### config.mk
export PLATFORM = sky130hd
export DESIGN_NAME = ram_sequencer
export DESIGN_NICKNAME = d
export VERILOG_FILES = /design/src/rtl/ram_sequencer.sv
export SDC_FILE = /design/constraint.sdc
export NUM_CORES = 1
export LEC_CHECK = 0
export CORE_AREA = 2 2 113 115
export CTS_CLUSTER_SIZE = 28
export DETAILED_ROUTE_END_ITERATION = 7
export DIE_AREA = 0 0 115 117
export PLACE_DENSITY = 0.9
export SKIP_CTS_REPAIR_TIMING = 1
export SLEW_MARGIN = 25
export SYNTH_ARGS = -nofsm -noshare
export SYNTH_HDL_FRONTEND = slang
export SYNTH_SLANG_ARGS = --single-unit
### constraint.sdc
create_clock -name clk -period 3.15 [get_ports clk]
set_clock_uncertainty 0.05 [all_clocks]
set_input_delay 0.4725 -clock clk [delete_from_list [all_inputs] [get_ports clk]]
set_output_delay 0.4725 -clock clk [all_outputs]
set_load 0.02 [all_outputs]
### src/rtl/ram_sequencer.sv
// Burst initiator for the 16-bit RAM: turns write/read burst commands into per-word
// RAM opcodes, with a small first-word-fall-through buffer for read returns.
module ram_sequencer #(
    parameter int DATA_WIDTH = 16,
    parameter int ADDR_WIDTH = 8,
    parameter int BUF_DEPTH  = 4
) (
    input  logic                  clk,
    input  logic                  reset,
    input  logic                  cmd_valid,
    output logic                  cmd_ready,
    input  logic                  cmd_write,
    input  logic [ADDR_WIDTH-1:0] cmd_base,
    input  logic [ADDR_WIDTH:0]   cmd_len,
    input  logic                  wr_valid,
    output logic                  wr_ready,
    input  logic [DATA_WIDTH-1:0] wr_data,
    output logic                  rd_valid,
    input  logic                  rd_ready,
    output logic [DATA_WIDTH-1:0] rd_data,
    output logic [DATA_WIDTH-1:0] ram_opcode,
    output logic [DATA_WIDTH-1:0] ram_operand,
    output logic [DATA_WIDTH-1:0] ram_write_data,
    input  logic [DATA_WIDTH-1:0] ram_read_data,
    output logic                  busy,
    output logic                  done,
    output logic [2:0]            dbg_state
);

    localparam int PW = $clog2(BUF_DEPTH);
    localparam int OW = PW + 1;
    localparam logic [DATA_WIDTH-1:0] OP_WR = DATA_WIDTH'(16'h4100);
    localparam logic [DATA_WIDTH-1:0] OP_RD = DATA_WIDTH'(16'h4200);

    typedef enum logic [2:0] {
        S_IDLE  = 3'd0,
        S_WRITE = 3'd1,
        S_READ  = 3'd2,
        S_DRAIN = 3'd3,
        S_DONE  = 3'd4
    } state_t;

    state_t                r_state;
    state_t                w_next;
    logic [ADDR_WIDTH-1:0] r_addr;
    logic [ADDR_WIDTH:0]   r_len;
    logic [ADDR_WIDTH:0]   r_cnt;
    logic [DATA_WIDTH-1:0] r_opcode;
    logic [DATA_WIDTH-1:0] r_operand;
    logic [DATA_WIDTH-1:0] r_wdata;
    logic [1:0]            r_inflight;
    logic [DATA_WIDTH-1:0] r_buf [BUF_DEPTH];
    logic [PW-1:0]         r_wptr;
    logic [PW-1:0]         r_rptr;
    logic [OW-1:0]         r_occ;

    logic [ADDR_WIDTH:0]   w_cnt_inc;
    logic                  w_cnt_last;
    logic [OW:0]           w_pend;
    logic                  w_room;
    logic                  w_wr_hs;
    logic                  w_issue;
    logic                  w_pop;
    logic                  w_capture;
    logic                  w_drained;
    logic                  w_rd_en;

    assign w_cnt_inc  = r_cnt + 1'b1;
    assign w_cnt_last = (w_cnt_inc == r_len);
    // Buffer slots already promised: stored words plus reads still in the RAM pipe.
    assign w_pend     = {1'b0, r_occ} + {{OW{1'b0}}, r_inflight[0]} + {{OW{1'b0}}, r_inflight[1]};
    assign w_room     = (w_pend < (OW+1)'(BUF_DEPTH));
    assign w_wr_hs    = wr_ready && wr_valid;
    assign w_issue    = (r_state == S_READ) && (r_cnt < r_len) && w_room;
    assign w_pop      = rd_valid && rd_ready;
    assign w_capture  = r_inflight[1];
    assign w_drained  = (r_inflight == 2'b00) &&
                        ((r_occ == '0) || ((r_occ == OW'(1)) && w_pop));

    always_ff @(posedge clk or negedge reset) begin
        if (!reset) r_state <= S_IDLE;
        else        r_state <= w_next;
    end

    always_comb begin
        w_next = r_state;
        case (r_state)
            S_IDLE: begin
                if (cmd_valid) begin
                    if (cmd_len == '0)  w_next = S_DONE;
                    else if (cmd_write) w_next = S_WRITE;
                    else                w_next = S_READ;
                end
            end
            S_WRITE: if (w_wr_hs && w_cnt_last) w_next = S_DONE;
            S_READ:  if ((w_issue && w_cnt_last) || (r_cnt == r_len)) w_next = S_DRAIN;
            S_DRAIN: if (w_drained) w_next = S_DONE;
            S_DONE:  w_next = S_IDLE;
            default: w_next = S_IDLE;
        endcase
    end

    always_comb begin
        cmd_ready = (r_state == S_IDLE);
        busy      = (r_state != S_IDLE);
        wr_ready  = (r_state == S_WRITE);
        done      = (r_state == S_DONE);
        w_rd_en   = (r_state == S_READ) || (r_state == S_DRAIN);
        rd_valid  = w_rd_en && (r_occ != '0);
        rd_data   = rd_valid ? r_buf[r_rptr] : '0;
        dbg_state = r_state;
    end

    always_ff @(posedge clk or negedge reset) begin
        if (!reset) begin
            r_addr     <= '0;
            r_len      <= '0;
            r_cnt      <= '0;
            r_opcode   <= '0;
            r_operand  <= '0;
            r_wdata    <= '0;
            r_inflight <= '0;
            r_wptr     <= '0;
            r_rptr     <= '0;
            r_occ      <= '0;
            for (int i = 0; i < BUF_DEPTH; i++) r_buf[i] <= '0;
        end else begin
            // RAM outputs are single-cycle strobes; idle by default.
            r_opcode  <= '0;
            r_operand <= '0;
            r_wdata   <= '0;
            if (cmd_valid && cmd_ready) begin
                r_addr <= cmd_base;
                r_len  <= cmd_len;
                r_cnt  <= '0;
            end
            if (w_wr_hs) begin
                r_opcode  <= OP_WR;
                r_operand <= {{(DATA_WIDTH-ADDR_WIDTH){1'b0}}, r_addr};
                r_wdata   <= wr_data;
                r_addr    <= r_addr + 1'b1;
                r_cnt     <= w_cnt_inc;
            end
            if (w_issue) begin
                r_opcode  <= OP_RD;
                r_operand <= {{(DATA_WIDTH-ADDR_WIDTH){1'b0}}, r_addr};
                r_addr    <= r_addr + 1'b1;
                r_cnt     <= w_cnt_inc;
            end
            r_inflight <= {r_inflight[0], w_issue};
            if (w_capture) begin
                r_buf[r_wptr] <= ram_read_data;
                r_wptr        <= r_wptr + 1'b1;
            end
            if (w_pop) r_rptr <= r_rptr + 1'b1;
            case ({w_capture, w_pop})
                2'b10:   r_occ <= r_occ + 1'b1;
                2'b01:   r_occ <= r_occ - 1'b1;
                default: r_occ <= r_occ;
            endcase
        end
    end

    assign ram_opcode     = r_opcode;
    assign ram_operand    = r_operand;
    assign ram_write_data = r_wdata;

endmodule

; ---- Word-level counts from Yosys, hierarchy flattened
; Cells that the tools add are included.
[word_totals]
output_inout_bits = 72
register_bits = 150
word_cells = 92
input_bits = 55
[classes]
eq_ne = 13
n_addsub = 8
magnitude_cmp = 5
reduce_logical = 23
mux = 26
bitwise = 2
[ops]
columns = cell, count
row1 = 2-to-1 mux 16 bit, 7
row2 = bitwise mux 64 bit, 1
row3 = binary-select mux 16 bit (select 2 bit), 1
row4 = demux 16 bit (select 2 bit), 1
row5 = 2-to-1 mux 8 bit, 4
row6 = 2-to-1 mux 9 bit, 3
row7 = == test 9 bit, 2
row8 = 2-to-1 mux 15 bit, 1
row9 = 2-to-1 mux 3 bit, 5
row10 = case mux 3 bit (4 select lines), 1
row11 = logical AND 1 bit, 11
row12 = adder 9 x 1 -> 9 bit (second input constant), 1
row13 = zero test 9 bit, 1
row14 = < comparator 9 bit, 1
row15 = nonzero test 3 bit, 3
row16 = adder 8 x 1 -> 8 bit (second input constant), 1
row17 = == test 3 x 1 -> 1 bit (second input constant), 2
row18 = == test 3 x 2 -> 1 bit (second input constant), 2
row19 = greater-or-equal comparator 3 bit (second input constant), 2
row20 = zero test 3 bit, 2
row21 = inequality test 2 bit (second input constant), 3
row22 = inverter 2 -> 3 bit, 2
row23 = case mux 3 bit (2 select lines), 1
row24 = adder 2 x 1 -> 2 bit (second input constant), 2
row25 = 15 further kinds, 17

; ---- Longest topological paths before layout
[depth]
word_depth = 9
mapped_depth = 11
depth_no_buf = 10

; ---- Worst setup path after synthesis
; Ideal clock, no wire load.
[synth_timing]
path_type = reg2reg
start = register r_state[0], in the netlist dbg_state[0]
end = register r_cnt[4]
path_stages_with_launch = 9
required_ns = 2.967
path_slack_ns = 0.676
n_path_buf = 2
arrival_ns = 2.291
synth_period_minus_slack_ns = 2.474
path_cell_list = dfrtp_1 clkbuf_1 nor3_1 inv_1 nor2_1 nor2_1 clkbuf_1 o21ai_0 o31ai_1
[synth_between]
word_cells_on_any_way = 10
classes_between = eq/ne (2) / mux (2) / reduce/logical (6)
[synth_rtl]
columns = element, line
row1 = from (decl), 43  ; state_t r_state;
row2 = from (signal assigned), 82  ; else r_state <= w_next;
row3 = zero test 3 bit, 104  ; cmd_ready = (r_state == S_IDLE);
row4 = net cmd_ready, 11  ; output logic cmd_ready,
row5 = logical AND 1 bit, 132  ; if (cmd_valid && cmd_ready) begin
row6 = nonzero test 3 bit (no source line), -
row7 = to (signal assigned), 142  ; r_cnt <= w_cnt_inc;
row8 = to (signal assigned), 148  ; r_cnt <= w_cnt_inc;
row9 = to (decl), 47  ; logic [ADDR_WIDTH:0] r_cnt;
; The timed path passes the listed nets, and every way through them passes these cells.
; A chain may end at the register's enable or synchronous reset.

; ---- Worst setup path after layout
[layout_timing]
start = register r_occ[0]
end = output port rd_data[9]
[layout_between]
elab_chain_cells = 3
[layout_lines]
columns = element, line
row1 = from (decl), 55  ; logic [OW-1:0] r_occ;
row2 = from (signal assigned), 157  ; 2'b10: r_occ <= r_occ + 1'b1;
row3 = from (signal assigned), 158  ; 2'b01: r_occ <= r_occ - 1'b1;
row4 = from (signal assigned), 159  ; default: r_occ <= r_occ;
row5 = nonzero test 3 bit, 109  ; rd_valid = w_rd_en && (r_occ != '0);
row6 = logical AND 1 bit, 109
row7 = 2-to-1 mux 16 bit, 110  ; rd_data = rd_valid ? r_buf[r_rptr] : '0;
row8 = to (decl), 20  ; output logic [DATA_WIDTH-1:0] rd_data,
; Every way passes these cells.

==> impl_metrics.toml <==
[flow_run]
drv_cap = 0

[drt]
avgRoutedWirePerCell_um = 17.8
vias_per_cell = 5.55
firstDrtPassIters = 5
drt-initial-drc-count = 237
totalWireLength_um = 14200
antenna_left = 0
route.detailed.drc = 0
vias = 4431

[finish]
layout.nets = 711
area_growth_pct = 28.0
layout_commonest_cell = "dfrtp_1"
multiInputGateArea_mm2 = 0.00276
diodes = 0
regArea_mm2 = 0.00320
n_fill_cell = 931
final_cell_mix = "128 x dfrtp_1, 104 x clkdlybuf4s50_1, 64 x mux2_2"
drive_gt1_share_pct = 19.6
postLayoutCellArea_mm2 = 0.00798

[die]
dieHeight_um = 117
dieArea_mm2 = 0.0135
die_w_um = 115
io-pin-count = 127
design.core.area_mm2 = 0.0123
start_util_pct = 50.7
placement_rows = 41

[setup_path]
cpPeakStageDelay_ns = 0.60
crit_type = "register to output port"
worstPathArrival_ns = 2.43
start_kind = "register"
critPathTopFamily = "buffers and inverters"
crit_slowest_cell = "clkdlybuf4s50_1"
worst-path-max-fanout = 18
crit_chain = "inv_1 > ha_1 > ha_1 > nor2_1 > buf_4 > and2_1 > clkdlybuf4s50_1"
path_buf_inv = 3
cp_common_cell = "ha_1"
required_ns = 2.63
cp-end-kind = "output port"

[power_and_ir_drop]
ir_worst_vdd_mv = 0.542
power_density_mw_per_mm2 = 1100
leakage_uw = 0.00352

[logic_synthesis]
yosysWarnings = 0
syn_area_mm2 = 0.00624
synth_top_area_share_pct = 51.4
synth_area_leaders = "dfrtp_1 51%, mux2_2 12%, mux4_2 5.8%"
synth_cell_types = 50
synth_edf_count = 0
synth.largest_area_cell = "dfrtp_1"
synth.avg_cell_area_um2 = 11.8
yosysSeqAreaShare_pct = 51.4
synth-seq-cells = 128
async_reset_ff_share_pct = 100
netlist_instances = 529
ys.flop_type = "dfrtp_1"

[timing]
layout_setup_ws_ns = 0.196
final_hold_viol_count = 0
relSlewSlack_pct = 40.4
maxSlewViolCount = 0
setup_viol = 0
grt_setup_unrepaired = "false"
worstMarginPinSlew_ns = 0.893
setup-tns-final_ns = 0
fmax_ghz = 0.339
finalCritPeriodShare_pct = 93.8
period_needed_ns = 2.95

[clocking]
ctsHtreeMaxLevel = 4
root_buffer = "clkbuf_16"
path_clk_slew_ns = 0.05
clockBufferDepth = 2
tritoncts = "done"
cts.sinks = 128
clk_latency_ns = 0.42
cts_inserted_buffers = 17

[global_routing]
grt_use_total_pct = 22.3
grt_pass1_wl_um = 22800
antenna_found_initial = 0
grt_max_degree = 55
globalRouteOverflowTotal = 0
grt_pass1_vias = 4755

[placed_design]
placed_cell_area_mm2 = 0.00735
pre_cts_ws_ns = 0.510
place_congestion = 0.900
dp_hpwl_um = 10000
port_buffers = 105

[worst_hold_path]
worst_hold_path_type = "input port to async pin"

[outcome]
outcome = "completed"
[Yosys cell counts, types with 4 or more instances]
master and instances:
xnor2_1 8, o31ai_1 5, and2_1 44, xor2_1 7, inv_1 22, nand4_1 4
o211ai_1 6, o21ai_0 28, dfrtp_1 128, a21oi_1 7, nand2_1 38, mux2_2 64
nor3_1 8, ha_1 21, nor2_1 25, mux4_2 16, nand3_1 8, clkbuf_1 19
and3_1 7, buf_4 23
[stage by stage]
| stage | std cells | utilization [%] | power, uW | hold slack [ns] |
|---|---|---|---|---|
| 2_1_floorplan | 549 | - | 5350 | 0.127 |
| 3_3_place_gp | 766 | 59.7 | 6470 | 0.382 |
| 3_5_place_dp | 766 | 59.7 | 6730 | 0.396 |
| 4_1_cts | 798 | 64.8 | 8810 | 0.0781 |
| 5_1_grt | 798 | 64.8 | 9270 | 0.107 |
| 6_report | 798 | 64.8 | 8760 | 0.0495 |
[final cells by class]
class | instances | share of cell area, %
well taps | 150 | 2.35
clock inverters | 9 | 1.61
flip-flops and latches | 128 | 40.1
repair buffers | 112 | 14.0
multi-input cells | 353 | 34.6
inverters | 23 | 1.08
clock buffers | 23 | 6.24
[per-layer routing]
layer | up-vias | wire length, um | global-route usage, %
li1 | 2018 | - | -
met1 | 2212 | 5500 | 24.5
met2 | 169 | 7630 | 40.7
met3 | 32 | 773 | 4.94
met4 | 0 | 343 | 11.2
met5 | - | 0 | 0
[where the power goes]
part | switching, uW | internal (uW) | leakage [uW] | total [uW]
logic | 1890 | 1980 | 0.00164 | 3880
clock network | 691 | 1350 | 0.000305 | 2040
registers | 515 | 2330 | 0.00158 | 2850
[registers in the layout, indices dropped and copies added, names as in the netlist]
name and flops:
r_rptr 2, r_addr 8, r_inflight 2, r_cnt 9
r_buf 64, ram_write_data 16, dbg_state 3, r_wptr 2
ram_opcode 2, r_len 9, ram_operand 8, r_occ 3
[final timing paths]
check,startpoint,end,slack (ns),depth (start not counted)
setup / recovery,r_occ[0],rd_data[9],0.20,7
hold / removal,reset,r_buf[50],0.05,1
setup reg to reg,r_cnt[3],r_cnt[4],0.40,9
hold reg to reg,r_inflight[0],r_inflight[1],0.40,0
max in group asynchronous,reset,r_buf[4],2.14,2
min in group clk,r_inflight[0],r_inflight[1],0.40,0
[cell families (layout without fill, tap and decap cells)]
| group | Yosys count | in the layout | synth area share [%] |
|---|---|---|---|
| adders and majority gates | 21 | 21 | 4.21 |
| and+or+nand+nor | 148 | 148 | 12.1 |
| buffers and inverters | 68 | 167 | 5.62 |
| DFF | 128 | 128 | 51.4 |
| other | 1 | 21 | 0.0601 |
| muxes | 81 | 81 | 17.5 |
| xor gates and xnor gates | 15 | 15 | 2.11 |
| AOI/OAI and AO/OA | 67 | 67 | 7.02 |
(Power assumes the default switching activity.)
